<file path="config.mk">
export PLATFORM = sky130hd
export DESIGN_NAME = os_rx_monitor
export DESIGN_NICKNAME = d
export VERILOG_FILES = /design/src/rtl/os_rx_monitor.sv
export SDC_FILE = /design/constraint.sdc
export NUM_CORES = 1
export LEC_CHECK = 0
export CAP_MARGIN = 10
export CORE_MARGIN = 8
export CORE_UTILIZATION = 45
export CTS_CLUSTER_SIZE = 25
export DETAILED_ROUTE_END_ITERATION = 6
export PLACE_DENSITY = 0.75
export SYNTH_ARGS = -nofsm -noshare
export SYNTH_HDL_FRONTEND = slang
export SYNTH_SLANG_ARGS = --single-unit
export TNS_END_PERCENT = 30
</file>
<file path="constraint.sdc">
create_clock -name clk -period 3.3 [get_ports clk]
set_clock_uncertainty 0.1 [all_clocks]
set_input_delay 0.33 -clock clk [delete_from_list [all_inputs] [get_ports clk]]
set_output_delay 0.33 -clock clk [all_outputs]
set_load 0.005 [all_outputs]
</file>
<file path="src/rtl/os_rx_monitor.sv">
// Ordered-set receiver: decodes SKP/TS1/TS2 from the MAC-side symbol stream,
// captures TS symbols 1-5 and tracks consecutive identical TS1/TS2 counts.
module os_rx_monitor #(
  parameter int unsigned CONSEC_REQ = 8,
  parameter int unsigned CNT_W      = 4
) (
  input  logic             clk,
  input  logic             rstn,
  input  logic             en_n,
  input  logic [7:0]       rxdata,
  input  logic             rxdatak,
  input  logic             rxvalid,
  input  logic             clr_counts,
  output logic             skp_det,
  output logic             ts1_det,
  output logic             ts2_det,
  output logic             os_err,
  output logic [39:0]      ts_bytes1thru5,
  output logic [CNT_W-1:0] ts1_cnt,
  output logic [CNT_W-1:0] ts2_cnt,
  output logic             ts1_met,
  output logic             ts2_met,
  output logic             in_os
);

  localparam logic [7:0] SYM_COM  = 8'hBC;
  localparam logic [7:0] SYM_SKP  = 8'h1C;
  localparam logic [7:0] TS1_ID   = 8'h4A;
  localparam logic [7:0] TS2_ID   = 8'h45;
  localparam logic [3:0] LAST_IDX = 4'd15;
  localparam logic [CNT_W-1:0] CNT_MAX = '1;

  typedef enum logic [1:0] {IDLE, HDR, SKP_BODY, TS_BODY} state_t;

  state_t          state;
  logic [3:0]      idx;
  logic [4:0][7:0] shadow;
  logic            ts2_type;

  logic             is_com_c, is_skp_c, ts_ok_c, err_c, ts_done_c, bytes_match_c;
  logic [7:0]       exp_id_c;
  logic [CNT_W-1:0] cnt1_inc_c, cnt2_inc_c, cnt1_nxt_c, cnt2_nxt_c;

  // Symbol classification and error/completion detection for the current symbol
  always_comb begin
    is_com_c = rxdatak && (rxdata == SYM_COM);
    is_skp_c = rxdatak && (rxdata == SYM_SKP);
    exp_id_c = ts2_type ? TS2_ID : TS1_ID;
    if (idx <= 4'd5)
      ts_ok_c = !rxdatak;
    else if (idx == 4'd6)
      ts_ok_c = !rxdatak && ((rxdata == TS1_ID) || (rxdata == TS2_ID));
    else
      ts_ok_c = !rxdatak && (rxdata == exp_id_c);

    err_c = 1'b0;
    if (rxvalid) begin
      case (state)
        HDR:      err_c = rxdatak && !is_com_c && !is_skp_c;
        SKP_BODY: err_c = !is_skp_c;
        TS_BODY:  err_c = !ts_ok_c;
        default:  err_c = 1'b0;
      endcase
    end
    ts_done_c     = rxvalid && (state == TS_BODY) && (idx == LAST_IDX) && ts_ok_c;
    bytes_match_c = (shadow == ts_bytes1thru5);
  end

  // Next consecutive counts; a type mismatch leaves that counter at 0 so +1 yields 1
  always_comb begin
    cnt1_inc_c = (ts1_cnt == CNT_MAX) ? CNT_MAX : ts1_cnt + CNT_W'(1);
    cnt2_inc_c = (ts2_cnt == CNT_MAX) ? CNT_MAX : ts2_cnt + CNT_W'(1);
    cnt1_nxt_c = ts1_cnt;
    cnt2_nxt_c = ts2_cnt;
    if (clr_counts || err_c) begin
      cnt1_nxt_c = '0;
      cnt2_nxt_c = '0;
    end else if (ts_done_c) begin
      if (ts2_type) begin
        cnt1_nxt_c = '0;
        cnt2_nxt_c = bytes_match_c ? cnt2_inc_c : CNT_W'(1);
      end else begin
        cnt1_nxt_c = bytes_match_c ? cnt1_inc_c : CNT_W'(1);
        cnt2_nxt_c = '0;
      end
    end
  end

  assign in_os = (state != IDLE);

  // Parser FSM, captured bytes, counters and pulses
  always_ff @(posedge clk) begin
    if (!rstn) begin
      state          <= IDLE;
      idx            <= '0;
      shadow         <= '0;
      ts2_type       <= 1'b0;
      skp_det        <= 1'b0;
      ts1_det        <= 1'b0;
      ts2_det        <= 1'b0;
      os_err         <= 1'b0;
      ts_bytes1thru5 <= '0;
      ts1_cnt        <= '0;
      ts2_cnt        <= '0;
      ts1_met        <= 1'b0;
      ts2_met        <= 1'b0;
    end else if (en_n) begin
      state    <= IDLE;
      idx      <= '0;
      shadow   <= '0;
      ts2_type <= 1'b0;
      skp_det  <= 1'b0;
      ts1_det  <= 1'b0;
      ts2_det  <= 1'b0;
      os_err   <= 1'b0;
      ts1_cnt  <= '0;
      ts2_cnt  <= '0;
      ts1_met  <= 1'b0;
      ts2_met  <= 1'b0;
    end else begin
      skp_det <= 1'b0;
      ts1_det <= 1'b0;
      ts2_det <= 1'b0;
      os_err  <= err_c;
      ts1_cnt <= cnt1_nxt_c;
      ts2_cnt <= cnt2_nxt_c;
      ts1_met <= (32'(cnt1_nxt_c) >= CONSEC_REQ);
      ts2_met <= (32'(cnt2_nxt_c) >= CONSEC_REQ);
      if (rxvalid) begin
        case (state)
          IDLE: begin
            if (is_com_c) state <= HDR;
          end
          HDR: begin
            if (is_com_c) begin
              state <= HDR;
            end else if (is_skp_c) begin
              state <= SKP_BODY;
              idx   <= 4'd2;
            end else if (!rxdatak) begin
              shadow[0] <= rxdata;
              state     <= TS_BODY;
              idx       <= 4'd2;
            end else begin
              state <= IDLE;
            end
          end
          SKP_BODY: begin
            if (is_skp_c) begin
              if (idx == 4'd3) begin
                skp_det <= 1'b1;
                state   <= IDLE;
              end else begin
                idx <= idx + 4'd1;
              end
            end else begin
              state <= is_com_c ? HDR : IDLE;
            end
          end
          TS_BODY: begin
            if (ts_ok_c) begin
              if (idx <= 4'd5) shadow[3'(idx - 4'd1)] <= rxdata;
              if (idx == 4'd6) ts2_type <= (rxdata == TS2_ID);
              if (idx == LAST_IDX) begin
                ts1_det        <= !ts2_type;
                ts2_det        <= ts2_type;
                ts_bytes1thru5 <= shadow;
                state          <= IDLE;
              end else begin
                idx <= idx + 4'd1;
              end
            end else begin
              state <= is_com_c ? HDR : IDLE;
            end
          end
          default: state <= IDLE;
        endcase
      end
    end
  end

endmodule

</file>
== After elaboration in Yosys (flattened, before gate mapping) ==
Index checks and enable logic that the tools add are counted.
Storage, ports and cells
  word-level logic and storage cells: 133
  output and inout bits: 55
  register bits after elaboration: 101
  input port bits: 14
Operators by class
  reduce and logical (&&, ||, !) cells: 30
  eq/ne operators: 26
  order comparisons: 5
  mux-type cells: 43
  add/subtract/negate cells: 4
  bitwise gates (word level): 8
Operator list (count)
  $mux 4: 18
  $mux 8: 6
  $bwmux 40: 1
  $eq 40x40->1: 1
  $demux 8 s3: 1
  $ne 2x2->1 const B: 9
  $eq 8x7->1 const B: 2
  $mux 2: 8
  $pmux 8 s2: 1
  $add 4x1->4 const B: 3
  $eq 4x4->1 const B: 3
  $pmux 4 s3: 1
  $reduce_and 4->1: 3
  $logic_and 1x1->1: 10
  $eq 8x5->1 const B: 1
  $eq 8x7->1: 1
  $eq 8x8->1 const B: 1
  $ge 4x4->1 const B: 2
  $not 1->1: 8
  $pmux 2 s4: 1
  $reduce_and 8->1: 1
  $reduce_and 7->1: 1
  $ne 3x3->1 const B: 2
  $reduce_or 6->1: 1
  other kinds (19): 30

== Longest topological paths before layout ==
  depth in word-level cells: 11
  mapped depth: 10
  mapped depth without buffers: 8

== Worst setup path before layout ==
Ideal clock, no wire load.
  path kind: reg-to-reg
  start point: register idx[0]
  end point: register ts_bytes1thru5[23]
  cell stages (with the launch flop): 11
  buffers on the path: 2
  setup slack: 882 ps
  data required time: 3124 ps
  arrival time: 2242 ps
  clock period less this slack: 2418 ps
  setup time: 76 ps
  cells stage by stage: dfxtp_1 inv_1 ha_1 nor3b_1 nor2_1 o221ai_1 or3_1 clkbuf_1 clkbuf_1 nand2_1 a21boi_0
On the way
  cells in the longest elaborated chain, start to end: 4
  elaborated cells between the ends (all ways): 6
  those cells by class: 1 x order compare; 2 x eq/ne; 2 x mux; 1 x reduce/logical
RTL lines
  start: declaration: RTL line 36  | logic [3:0] idx;
  start signal: assignment: RTL line 154  | idx <= idx + 4'd1;
  start signal: assignment: RTL line 170  | idx <= idx + 4'd1;
  branches (longest 3 deep; another with $le 4x3->1)
  $reduce_and 5->1 (no line) (*)
  end signal: assignment: RTL line 167  | ts_bytes1thru5 <= shadow;
  end: declaration: RTL line 18  | output logic [39:0] ts_bytes1thru5,
Mark *: on every way between the ends.
A chain may end at the register's enable or synchronous reset.

== Worst setup path in the final report ==
  start point: register idx[0]
  end point: register ts_bytes1thru5[36]
The elaborated chain is that of the path after synthesis.

==> metrics <==
status completed; first-pass GRT wire length 20200 um; asr flop ratio synth 0%; Ys Warns 0; initial antenna violation count 0; commonest non-fill, non-tap cells in the layout nand2_1 (132), dfxtp_1 (100), clkdlybuf4s50_1 (68); drt drc 0; CP arrival 3.23 ns; DRT Pass-1 Iters 5; Slew headroom 54.7%; worst skew pair latency 0.37 ns; clock sink count 100; GP Congestion 0.878; I/O pin count 69; fin util 55.4%; Hold Fails Final Rpt 0; GR Util All Layers 17.3%; cts hold-fix bufs 0; Wirelength per Cell 16.2 um; Vias 4104; Crit path largest cell delay 0.54 ns; unique cell type count in the Yosys netlist 59; Min-Delay Path Class reg -> reg; cell taking the most area after synthesis dfxtp_1; crit path time final 3.03 ns; H-tree levels 3; CTS Buf Count 9; top cells by area, synth dfxtp_1 (42%), nand2_1 (10%), a21boi_1 (6.2%); Die ar. 14000 um^2; critical path class reg -> reg; vias in the first global route 3965; RSZ-0062 raised after global routing no; layout cells sized above 1 6.31%; nets@finish 633; die width 118 um; commonest non-fill, non-tap cell in the layout nand2_1; post-synth net total 573; Die Ht 118 um; ant diodes 0; DRT iter0 DRCs 278; post-route setup TNS 0 ns; actual slew at the worst max-slew pin 0.680 ns; area grow syn2layout 20.7%; pwr/cell area 361 nW/um^2; Leakage Power 0.00222 uW; final antenna-violating net count 0; period utilisation layout 91.8%; maximum VDD drop 189 uV; post-CTS setup buffers 0; GRT overflow 0; mapped cell area 4720 um^2; CP startpoint kind flip-flop; slowest CP cell dfxtp_1; Slew Viols, Final 0; Rows 37; final WL 12200 um; Yosys reg bits 100; Placed Cells 738; post-DP HPWL 8580 um; Initial Util 45.9%; drt via density 5.44; Synth Flop Type dfxtp_1; Yosys top cell area share 42.4%; PostCTS Resize Cnt 0; Final setup viols 0; Max Buffers Root-to-Sink 2; cells after synthesis 553; FMAX 330 MHz; Crit Path Max Fanout 40; CP cell instances inv_1, ha_1, nor3b_1, nor2_1, o221ai_1, or3_1, buf_4, nand2_1, a21boi_1; post-synthesis average cell area 8.53 um^2; number of synthesized flops with an enable pin 0; CTS tree yes; fin cells 754; root buffer cell clkbuf_8; Worst-path clk slew 0.11 ns; Port Buffer Count 68; CP endpoint kind flip-flop; Max-Cap Viols 0; pin count of the biggest net entering global routing 46; Req. time, crit path 3.50 ns; register area share after synthesis 42.4%; core area 10300 um^2
cell families after synthesis:
| kind of cell | share of synthesized area (%) |
|---|---|
| xor gates and xnor gates | 7.61 |
| muxes | 5.73 |
| buffers and inverters | 4.24 |
| DFF | 42.4 |
| AOI/OAI and AO/OA | 15.1 |
| and+or+nand+nor | 23.3 |
| adders and majority gates | 1.59 |
layout make-up:
class	count	area, um^2
timing repair buffer	80	783
sequential	100	2000
inverter	6	22.5
multi-input combinational	416	2520
fill	945	4580
clock inverter	7	70.1
tap	136	170
clock buffer	9	124
path summary, 6_finish.rpt:
| check | to | start | slack (ns) | depth (start not counted) |
|---|---|---|---|---|
| worst max register to register | ts_bytes1thru5[36] | idx[0] | 0.27 | 9 |
| worst min-delay path | ts_bytes1thru5[16] | ts_bytes1thru5[16] | 0.38 | 2 |
| worst min register to register | ts_bytes1thru5[16] | ts_bytes1thru5[16] | 0.38 | 2 |
| worst max-delay path | ts_bytes1thru5[36] | idx[0] | 0.27 | 9 |
where the power goes:
part | leakage, uW | switching (uW) | total (uW) | internal (uW)
registers | 0.000805 | 0.0417 | 1210 | 1210
logic | 0.00132 | 46.0 | 79.7 | 33.7
clock network | 0.000101 | 473 | 770 | 297
worst max-delay path, delay by kind of cell, from the launching register on:
family | cells | cell delay (ns)
AOI/OAI and AO/OA | 2 | 0.50
adders and majority gates | 1 | 0.26
buffers and inverters | 2 | 0.57
DFF | 1 | 0.54
and+or+nand+nor | 4 | 0.96
flip-flops by register name, indices dropped and copies added, names as in the netlist:
signal	cells
ts1_cnt	4
ts2_type	1
ts2_det	1
state	2
ts2_met	1
shadow	40
ts1_det	1
os_err	1
skp_det	1
ts_bytes1thru5	40
ts2_cnt	4
idx	4
synth_stat cells (4+ instances only):
cell,n
nand2_1,132
nand2b_1,4
mux2i_1,27
nand4_1,10
ha_1,6
dfxtp_1,100
nor4_1,10
clkbuf_1,15
nor3_1,5
buf_6,4
xor2_1,32
nor2_1,45
inv_1,6
a21boi_1,39
a311o_1,4
xnor2_1,9
buf_2,8
nand3_1,11
a21oi_1,30
per-stage QoR:
stage | total power [uW] | instance area (um^2) | hold WS (ns) | worst slack, ns
finish | 2060 | 5690 | 0.384 | 0.272
global route | 2140 | 5690 | 0.404 | 0.0229
CTS | 2070 | 5690 | 0.380 | 0.345
detailed placement | 1310 | 5500 | 0.372 | 0.198
global placement | 1310 | 5500 | 0.366 | 0.294
floorplan | 1270 | 4720 | 0.308 | 0.882
metal layers:
layer	GRT usage, %	up-vias	routed length [um]	share of wire [%]
met1	22.1	1947	5460	45
li1	-	2017	-	-
met4	5.38	0	117	0.96
met5	0	-	0	0
met3	3.43	11	748	6.1
met2	28.8	129	5860	48
Note: power is estimated with default switching activity, not from simulation.
